<file path="src/rtl/tone_seq_pkg.sv">
// tone_seq_pkg: shared types and constants for the tone burst sequencer.
package tone_seq_pkg;
    typedef enum logic [1:0] {IDLE, ON, OFF} state_t;
    localparam int RAMP_LEN = 16;
    localparam int GAIN_W = 5;
    localparam int SAMPLE_W = 16;
endpackage

</file>
<file path="src/rtl/tone_seq_ramp.sv">
// tone_seq_ramp: attack/release gain min(16, cnt+1, on-cnt) applied to the generator sample.
module tone_seq_ramp
    import tone_seq_pkg::*;
#(
    parameter int COUNT_W = 16
) (
    input  logic signed [SAMPLE_W-1:0] genSample_i,
    input  logic        [COUNT_W-1:0]  sampleCnt_i,
    input  logic        [COUNT_W-1:0]  onSamples_i,
    output logic signed [SAMPLE_W-1:0] sample_o
);
    localparam int PROD_W = SAMPLE_W + GAIN_W - 1;
    logic [COUNT_W:0] rise, fall, g_wide;
    logic [GAIN_W-1:0] gain;
    logic signed [PROD_W-1:0] prod;
    always_comb begin
        rise = (COUNT_W+1)'(sampleCnt_i) + (COUNT_W+1)'(1);
        fall = (COUNT_W+1)'(onSamples_i) - (COUNT_W+1)'(sampleCnt_i);
        g_wide = (rise < fall) ? rise : fall;
        gain = (g_wide > (COUNT_W+1)'(RAMP_LEN)) ? GAIN_W'(RAMP_LEN) : g_wide[GAIN_W-1:0];
        // Gain is at most 16, so the product always fits in PROD_W signed bits
        prod = PROD_W'(genSample_i) * PROD_W'($signed({1'b0, gain}));
        sample_o = SAMPLE_W'(prod >>> 4);
    end
endmodule

</file>
<file path="src/rtl/tone_burst_sequencer.sv">
// tone_burst_sequencer: N-on / M-off tone bursts, K times or continuous, driving a table tone generator.
// Define TONE_SEQ_FADE_EN to add a 16-sample linear attack/release ramp on each burst.
module tone_burst_sequencer
    import tone_seq_pkg::*;
#(
    parameter int COUNT_W = 16,
    parameter int BURST_W = 8
) (
    input  logic                       audioClock,
    input  logic                       reset,
    input  logic                       sampleEnable_i,
    input  logic                       start_i,
    input  logic                       stop_i,
    input  logic        [COUNT_W-1:0]  onSamples_i,
    input  logic        [COUNT_W-1:0]  offSamples_i,
    input  logic        [BURST_W-1:0]  burstCount_i,
    input  logic signed [SAMPLE_W-1:0] genSample_i,
    output logic                       genReset_o,
    output logic                       genEnable_o,
    output logic signed [SAMPLE_W-1:0] sample_o,
    output logic                       busy_o,
    output logic                       done_o
);
    state_t state_q, state_d;
    logic [COUNT_W-1:0] onLen_q, onLen_d, offLen_q, offLen_d, cnt_q, cnt_d;
    logic [BURST_W-1:0] bursts_q, bursts_d, burstsDone_q, burstsDone_d;
    logic pulse_q, pulse_d, done_q, done_d;
    logic signed [SAMPLE_W-1:0] sample_q, sample_d, scaled;
    logic adv, lastOn, lastOff, finalBurst;

`ifdef TONE_SEQ_FADE_EN
    tone_seq_ramp #(.COUNT_W(COUNT_W)) u_ramp (
        .genSample_i(genSample_i),
        .sampleCnt_i(cnt_q),
        .onSamples_i(onLen_q),
        .sample_o   (scaled)
    );
`else
    assign scaled = genSample_i;
`endif

    always_ff @(posedge audioClock) begin
        if (reset) begin
            state_q      <= IDLE;
            onLen_q      <= '0;
            offLen_q     <= '0;
            cnt_q        <= '0;
            bursts_q     <= '0;
            burstsDone_q <= '0;
            pulse_q      <= 1'b0;
            done_q       <= 1'b0;
            sample_q     <= '0;
        end else begin
            state_q      <= state_d;
            onLen_q      <= onLen_d;
            offLen_q     <= offLen_d;
            cnt_q        <= cnt_d;
            bursts_q     <= bursts_d;
            burstsDone_q <= burstsDone_d;
            pulse_q      <= pulse_d;
            done_q       <= done_d;
            sample_q     <= sample_d;
        end
    end

    // An enable landing on the phase-restart pulse is swallowed by the generator, so it is not counted
    assign adv = sampleEnable_i & ~pulse_q;
    assign lastOn = cnt_q == onLen_q - COUNT_W'(1);
    assign lastOff = cnt_q == offLen_q - COUNT_W'(1);
    assign finalBurst = (bursts_q != '0) && (burstsDone_q + BURST_W'(1) == bursts_q);

    always_comb begin
        state_d = state_q;
        onLen_d = onLen_q;
        offLen_d = offLen_q;
        cnt_d = cnt_q;
        bursts_d = bursts_q;
        burstsDone_d = burstsDone_q;
        pulse_d = 1'b0;
        done_d = 1'b0;
        if (stop_i) begin
            state_d = IDLE;
            cnt_d = '0;
            done_d = state_q != IDLE;
        end else begin
            case (state_q)
                IDLE: if (start_i) begin
                    if (onSamples_i != '0) begin
                        onLen_d = onSamples_i;
                        offLen_d = offSamples_i;
                        bursts_d = burstCount_i;
                        cnt_d = '0;
                        burstsDone_d = '0;
                        pulse_d = 1'b1;
                        state_d = ON;
                    end else begin
                        done_d = 1'b1;
                    end
                end
                ON: if (adv) begin
                    if (lastOn) begin
                        cnt_d = '0;
                        burstsDone_d = burstsDone_q + BURST_W'(1);
                        if (finalBurst) begin
                            state_d = IDLE;
                            done_d = 1'b1;
                        end else if (offLen_q == '0) begin
                            pulse_d = 1'b1;
                        end else begin
                            state_d = OFF;
                        end
                    end else begin
                        cnt_d = cnt_q + COUNT_W'(1);
                    end
                end
                OFF: if (adv) begin
                    if (lastOff) begin
                        cnt_d = '0;
                        pulse_d = 1'b1;
                        state_d = ON;
                    end else begin
                        cnt_d = cnt_q + COUNT_W'(1);
                    end
                end
                default: state_d = IDLE;
            endcase
        end
        sample_d = stop_i ? '0 : sampleEnable_i ? ((state_q == ON) ? scaled : '0) : sample_q;
    end

    always_comb begin
        genReset_o = reset | pulse_q;
        genEnable_o = sampleEnable_i & (state_q == ON) & ~genReset_o;
        busy_o = state_q != IDLE;
        done_o = done_q;
        sample_o = sample_q;
    end
endmodule
</file>
<file path="config.mk">
export PLATFORM = sky130hd
export DESIGN_NAME = tone_burst_sequencer
export DESIGN_NICKNAME = d
export VERILOG_FILES = /design/src/rtl/tone_seq_pkg.sv /design/src/rtl/tone_seq_ramp.sv /design/src/rtl/tone_burst_sequencer.sv
export SDC_FILE = /design/constraint.sdc
export NUM_CORES = 1
export LEC_CHECK = 0
export BUFFER_PORTS_ARGS = -buffer_cell sky130_fd_sc_hd__buf_2
export CAP_MARGIN = 15
export CELL_PAD_IN_SITES_DETAIL_PLACEMENT = 1
export CELL_PAD_IN_SITES_GLOBAL_PLACEMENT = 1
export CORE_ASPECT_RATIO = 1.5
export CORE_MARGIN = 2
export CORE_UTILIZATION = 43
export CTS_BUF_LIST = sky130_fd_sc_hd__clkbuf_4 sky130_fd_sc_hd__clkbuf_8
export CTS_CLUSTER_DIAMETER = 80
export DETAILED_ROUTE_END_ITERATION = 16
export PLACE_DENSITY = 0.89
export SETUP_SLACK_MARGIN = 0.1
export SLEW_MARGIN = 40
export SYNTH_ARGS = -nofsm -noshare
export SYNTH_HDL_FRONTEND = slang
export SYNTH_SLANG_ARGS = --single-unit
</file>
<file path="constraint.sdc">
create_clock -name audioClock -period 4.07 [get_ports audioClock]
set_input_delay 0 -clock audioClock [delete_from_list [all_inputs] [get_ports audioClock]]
set_output_delay 0 -clock audioClock [all_outputs]
set_load 0.1 [all_outputs]
</file>
==> results of run 1 <==
==> through the flow <==
| stage | setup WS (ps) | instance area, um^2 |
|---|---|---|
| after floorplan | 633 | 5190 |
| after global placement | 467 | 5620 |
| after detailed placement | 407 | 5630 |
| after CTS | 358 | 6450 |
| after global routing | 224 | 6450 |
| final | 317 | 6450 |
==> cells by family (layout without fill, tap and decap cells) <==
family | count (synthesis) | in the layout | synth area share
AOI/OAI and AO/OA | 160 | 160 | 0.207
xor gates and xnor gates | 48 | 48 | 0.0837
adders and majority gates | 8 | 8 | 0.0193
buffers and inverters | 63 | 172 | 0.0483
DFF | 84 | 84 | 0.324
muxes | 5 | 5 | 0.0104
and+or+nand+nor | 309 | 309 | 0.307
==> final timing paths <==
kind	startpoint	end	slack, ps	cells after the start
setup reg to reg	offLen_q[4]	cnt_q[0]	320	9
hold reg to reg	bursts_q[0]	bursts_q[0]	490	2
hold / removal	reset	bursts_q[5]	120	2
setup / recovery	offLen_q[4]	cnt_q[0]	320	9
==> area by class of cell <==
class / count / area [um^2]
flip-flops and latches: 84 / 1680
multi-input cells: 530 / 3260
fillers: 1458 / 5440
clock inverters: 7 / 124
repair buffers: 143 / 1020
clock buffers: 9 / 124
well taps: 153 / 191
inverters: 13 / 48.8
==> power by group through the flow <==
stage               registers [uW]  clock network (uW)  logic [uW]
global placement               897                   0         365
global route                   887                 797         478
detailed placement             901                   0         381
floorplan                      901                   0         271
finish                         883                 758         436
CTS                            882                 758         426
==> worst max-delay path: stages (launching register included) <==
cell and delay, ps:
dfxtp_1 440, or4_4 610, or3_4 420, or4_1 520, a211o_1 300, or4_4 440, o31ai_4 240, buf_4 260
a21oi_2 110, mux2_2 290
==> cell usage in the layout, fill, tap and decap left out, types with 18 or more instances in the layout <==
| cell | instances |
|---|---|
| nand2_1 | 115 |
| nand2b_1 | 21 |
| a21oi_1 | 67 |
| xor2_1 | 19 |
| dlygate4sd3_1 | 57 |
| o21ai_0 | 18 |
| dfxtp_1 | 84 |
| xnor2_1 | 28 |
| nor2_1 | 40 |
| nor2b_1 | 18 |
| buf_2 | 79 |
==> sequential cells by signal, indices dropped and copies added, names as in the netlist <==
| register | count |
|---|---|
| cnt_q | 16 |
| offLen_q | 16 |
| onLen_q | 16 |
| sample_o | 16 |
| burstsDone_q | 8 |
| bursts_q | 8 |
| state_q | 2 |
| done_o | 1 |
| pulse_q | 1 |
==> what timing repair did <==
item	in CTS	in global routing
hold endpoints to repair	57	0
hold buffers	57	0
buffers inserted	0	0
==> routing by layer <==
metal / GRT usage / wire length (um) / share of wire / vias to the layer above
met1: 0.296 / 6670 / 0.38 / 2682
met2: 0.525 / 9650 / 0.54 / 138
met3: 0.0425 / 570 / 0.032 / 64
met5: 0 / 0 / 0 / -
li1: - / - / - / 2599
met4: 0.146 / 831 / 0.047 / 0
==> reports/qor.tcl, run 1 <==
set qor(outcome) {finished clean}
set qor(floorplan.initialDensity) 0.436
set qor(timing.critical_path.from_type) {flip-flop}
set qor(drt_wl_total_um) 17700
set qor(internal-power_uw) 1440
set qor(pwr-share-seq) 0.425
set qor(finalNonFillerCells) 939
set qor(crit_type) {reg -> reg}
set qor(antenna_found_initial) 0
set qor(post_cts.resized_instances) 0
set qor(power.switching_uw) 635
set qor(cp.arrival_ps) 4020
set qor(boundaryPins) 81
set qor(final_layout_size_suffix_gt1_frac) 0.163
set qor(cp.required_ps) 4330
set qor(routed-via-count) 5483
set qor(fin_util) 0.542
set qor(yosys_warnings) 0
set qor(grt_pass1_vias) 5854
set qor(synth_top_cell_area_share) 0.324
set qor(cts.root.buffer_cell) {clkbuf_8}
set qor(grt_start_max_net_pins) 56
set qor(post_synth_most_frequent_cells) {nand2_1, dfxtp_1, a21oi_1}
set qor(worst_slew_pin_slew_ps) 723
set qor(synth_flop_cell) {dfxtp_1}
set qor(syn-cell-area_um2) 5190
set qor(synth_area_per_inst_um2) 7.66
set qor(drt-initial-drc-count) 325
set qor(final_report_max_slew_violation_count) 0
set qor(fin_crit_sh) 0.922
set qor(combinational_cell_fraction_of_total_power) 0.210
set qor(netlist_top_cells_area) {dfxtp_1, nand2_1, a21oi_1, xnor2_1, clkbuf_1}
set qor(detail_route.vias_per_cell) 5.84
set qor(placedCellCount) 866
set qor(antenna_violating_nets_post_route) 0
set qor(timing.hold.ws_ps) 118
set qor(synth-async-reset-ratio) 0
set qor(h-tree-depth) 3
set qor(routed_length_per_instance_um) 18.9
set qor(place.detailed.hpwl_um) 11300
set qor(synthesis.instances) 677
set qor(fmax_mhz) 266
set qor(die_width_um) 93.7
set qor(placement.io_buffers) 80
set qor(power.ir.vdd_worst_mv) 0.211
set qor(drc_markers) 0
set qor(synth.yosys.seq_area_share) 0.324
set qor(syn-num-nets) 746
set qor(pwr-share-clk) 0.365
set qor(finalPower_uw) 2080
set qor(global_route.overflow_total) 0
set qor(syn2layout_area_growth_pct) 24.4
set qor(tns_ps) 0
set qor(cell_type_with_the_largest_total_area_after_synthesis) {dfxtp_1}
set qor(netSwitchingFraction) 0.306
set qor(yosys.cell_count.top_type) {nand2_1}
set qor(number_of_antenna_repair_diodes) 0
set qor(die_y_um) 139
set qor(cts_tree) {built}
set qor(max-slew-margin-rel) 0.518
set qor(worst_clock_skew_ps) 20.2
set qor(final_nets) 850
set qor(hold_path_class) {in -> reg}
set qor(insertion_delay_to_the_later_sink_of_the_worst_skew_pair_ps) 390
set qor(synth_edf_count) 0
set qor(floorplan.core_area_um2) 11900
set qor(number_of_library_cell_types_mapped_by_synthesis) 65
set qor(crit_path_end_kind) {flip-flop}
set qor(tritoncts.num_buffers) 9
set qor(globalplace.congestion) 0.932
set qor(rsz0062_at_grt) {no}
set qor(first_pass_grt_wire_length_um) 29300
set qor(power.leakage_uw) 0.00257
set qor(core.rowCount) 49
set qor(max_cap_viol_count) 0
set qor(report.final.setup_viol) 0
set qor(firstDrtPassIters) 4
set qor(dieArea_um2) 13000
set qor(groute.usage.overall) 0.281
set qor(power.density_nw_per_um2) 322
set qor(synth-seq-cells) 84
set qor(report.final.hold_viol_count) 0
set qor(path_clk_slew_ps) 100
set qor(crit_fanout) 15
set qor(final_period_minus_worst_setup_slack_ps) 3750
set qor(cts-root-to-sink-buffers) 2
set qor(clock_sink_count) 84
(Power assumes the default switching activity.)
==> inputs of run 2 (changes only) <==
--- a/config.mk
+++ b/config.mk
@@ -15,7 +15,7 @@
 export CTS_BUF_LIST = sky130_fd_sc_hd__clkbuf_4 sky130_fd_sc_hd__clkbuf_8
 export CTS_CLUSTER_DIAMETER = 80
 export DETAILED_ROUTE_END_ITERATION = 16
-export PLACE_DENSITY = 0.89
+export PLACE_DENSITY_LB_ADDON = 0.1
 export SETUP_SLACK_MARGIN = 0.1
 export SLEW_MARGIN = 40
 export SYNTH_ARGS = -nofsm -noshare
==> reports/qor.tcl, run 2 (synthesis gave the netlist of run 1 again) <==
set qor(die_width_um) 93.7 ;# unchanged
set qor(firstDrtPassIters) 4 ;# unchanged
set qor(hp-start) {start_i} ;# was reset
set qor(routed_length_per_instance_um) 17.5 ;# was 18.9 um
set qor(routed-via-count) 5347 ;# was 5483
set qor(report.final.hold_viol_count) 0 ;# unchanged
set qor(timing.reg2reg.setup_slack_ps) 350 ;# was 320 ps
set qor(final_nets) 849 ;# was 850
set qor(final_worst_slack_ps) 347 ;# was 317 ps
set qor(cp.required_ps) 4340 ;# was 4330 ps
set qor(fin_crit_sh) 0.915 ;# was 0.922
set qor(most-common-layout-cells) {nand2_1, dfxtp_1, buf_2} ;# unchanged
set qor(cts_setup_buffers) 0 ;# unchanged
set qor(tritoncts.num_buffers) 9 ;# unchanged
set qor(insertion_delay_to_the_later_sink_of_the_worst_skew_pair_ps) 370 ;# was 390 ps
set qor(first_pass_grt_wire_length_um) 27400 ;# was 29300 um
set qor(cts.root.buffer_cell) {clkbuf_8} ;# unchanged
set qor(grt_start_max_net_pins) 56 ;# unchanged
set qor(power.leakage_uw) 0.00255 ;# was 0.00257 uW
set qor(timing.critical_path.buf_inv) 1 ;# unchanged
set qor(worst_slew_pin_slew_ps) 733 ;# was 723 ps
set qor(cpLargestDelayFamily) {simple AND/OR/NAND/NOR gates} ;# unchanged
set qor(syn2layout_area_growth_pct) 23.9 ;# was 24.4%
set qor(fin_util) 0.540 ;# was 0.542
set qor(critical_path.most_common_cell) {or4_1} ;# was or4_4
set qor(report.final.setup_viol) 0 ;# unchanged
set qor(antenna_violating_nets_post_route) 0 ;# unchanged
set qor(final_layout_size_suffix_gt1_frac) 0.162 ;# was 0.163
set qor(max-slew-margin-rel) 0.511 ;# was 0.518
set qor(place.detailed.hpwl_um) 11100 ;# was 11300 um
set qor(final_report_max_slew_violation_count) 0 ;# unchanged
set qor(fmax_mhz) 269 ;# was 266 MHz
set qor(hold_depth) 5 ;# was 2
set qor(crit_fanout) 15 ;# unchanged
set qor(rsz0062_at_grt) {no} ;# unchanged
set qor(final_period_minus_worst_setup_slack_ps) 3720 ;# was 3750 ps
set qor(r2r.worst_path.cells) 9 ;# unchanged
set qor(floorplan.core_area_um2) 11900 ;# unchanged
set qor(outcome) {finished clean} ;# unchanged
set qor(cts-root-to-sink-buffers) 2 ;# unchanged
set qor(grt_pass1_vias) 5694 ;# was 5854
set qor(placement.io_buffers) 80 ;# unchanged
set qor(clock_sink_count) 84 ;# unchanged
set qor(regToRegEndpoint) {cnt_q[0]} ;# unchanged
set qor(drc_markers) 0 ;# unchanged
set qor(max_cap_viol_count) 0 ;# unchanged
set qor(h-tree-depth) 3 ;# unchanged
set qor(cp.arrival_ps) 3990 ;# was 4020 ps
set qor(drt-initial-drc-count) 152 ;# was 325
set qor(globalplace.congestion) 0.882 ;# was 0.932
set qor(path_clk_slew_ps) 90 ;# was 100 ps
set qor(floorplan.initialDensity) 0.436 ;# unchanged
set qor(min_delay_worst_endpoint) {pulse_q} ;# was bursts_q[5]
set qor(power.ir.vdd_worst_mv) 0.177 ;# was 0.211 mV
set qor(boundaryPins) 81 ;# unchanged
set qor(antenna_found_initial) 1 ;# was 0
set qor(finalPower_uw) 2010 ;# was 2080 uW
set qor(die_y_um) 139 ;# unchanged
set qor(dieArea_um2) 13000 ;# unchanged
set qor(dpl_worst_slack_ps) 374 ;# was 407 ps
set qor(drt_wl_total_um) 16400 ;# was 17700 um
set qor(hold_path_class) {in -> reg} ;# unchanged
set qor(cpPeakStageDelay_ps) 690 ;# was 610 ps
set qor(power.density_nw_per_um2) 313 ;# was 322 nW/um^2
set qor(core.rowCount) 49 ;# unchanged
set qor(crit-reg2reg-launch) {offLen_q[0]} ;# was offLen_q[4]
set qor(most_frequent_standard_cell_in_the_layout_excluding_fill_and_tap_cells) {nand2_1} ;# unchanged
set qor(detail_route.vias_per_cell) 5.69 ;# was 5.84
set qor(crit_path_end_kind) {flip-flop} ;# unchanged
set qor(timing.critical_path.from_type) {flip-flop} ;# unchanged
set qor(crit_type) {reg -> reg} ;# unchanged
set qor(worst_clock_skew_ps) 7.99 ;# was 20.2 ps
set qor(tns_ps) 0 ;# unchanged
set qor(global_route.overflow_total) 0 ;# unchanged
set qor(critical_path.cell_chain) {or4_1, or3_4, or4_1, a211o_1, or4_4, o31ai_4, buf_4, a21oi_2, mux2_2} ;# was or4_4, or3_4, or4_1, a211o_1, or4_4, o31ai_4, buf_4, a21oi_2, mux2_2
set qor(groute.usage.overall) 0.261 ;# was 0.281
set qor(cts_tree) {built} ;# unchanged
set qor(master_of_the_slowest_instance_on_the_critical_path) {or4_1} ;# was or4_4
set qor(fill_cells) 1463 ;# was 1458
[run 2: worst register-to-register path, delay by kind of cell (launching register included)]
family / cells / cell delay [ps]
muxes: 1 / 300
buffers and inverters: 1 / 260
AOI/OAI and AO/OA: 3 / 640
and+or+nand+nor: 4 / 2040
DFF: 1 / 380
[run 2: layout make-up]
type | instances | area [um^2] | share of cell area
antenna | 1 | 2.50 | 0.000389
clock buffer | 11 | 145 | 0.0226
clock inverter | 5 | 83.8 | 0.0130
inverter | 13 | 48.8 | 0.00759
multi-input combinational | 530 | 3260 | 0.508
sequential | 84 | 1680 | 0.262
tap | 153 | 191 | 0.0298
timing repair buffer | 142 | 1010 | 0.157
[run 2: timing repair]
action	in CTS	in global routing
endpoints found under the hold margin	57	0
resized for setup	0	0
hold buffers	57	0
[run 2: worst max-delay path by stage]
stage | startpoint | to | depth (start not counted)
3_5_place_dp | offLen_q[0] | cnt_q[0] | 9
6_report | offLen_q[0] | cnt_q[0] | 9
5_1_grt | offLen_q[0] | cnt_q[0] | 9
3_3_place_gp | offLen_q[0] | cnt_q[0] | 9
2_1_floorplan | offLen_q[4] | state_q[0] | 10
4_1_cts | offLen_q[0] | cnt_q[0] | 9
[run 2: where the power goes]
part           switching (uW)  leakage [uW]  total [uW]  internal, uW
combinational             248       0.00176         428           180
sequential               34.8      0.000681         881           846
clock                     328      0.000110         700           372
total                     611       0.00255        2010          1400
[run 2: metrics by stage]
stage	cells	instance area [um^2]	hold slack, ps
global placement	865	5620	226
global route	939	6430	107
floorplan	677	5190	104
CTS	938	6420	54.4
finish	939	6430	63.1
detailed placement	865	5630	237
[run 2: layer usage]
layer | share of wire | GRT usage | wire (um)
met1 | 0.40 | 0.281 | 6590
met2 | 0.54 | 0.500 | 8920
met3 | 0.025 | 0.0322 | 411
met4 | 0.030 | 0.105 | 493
met5 | 0 | 0 | 0
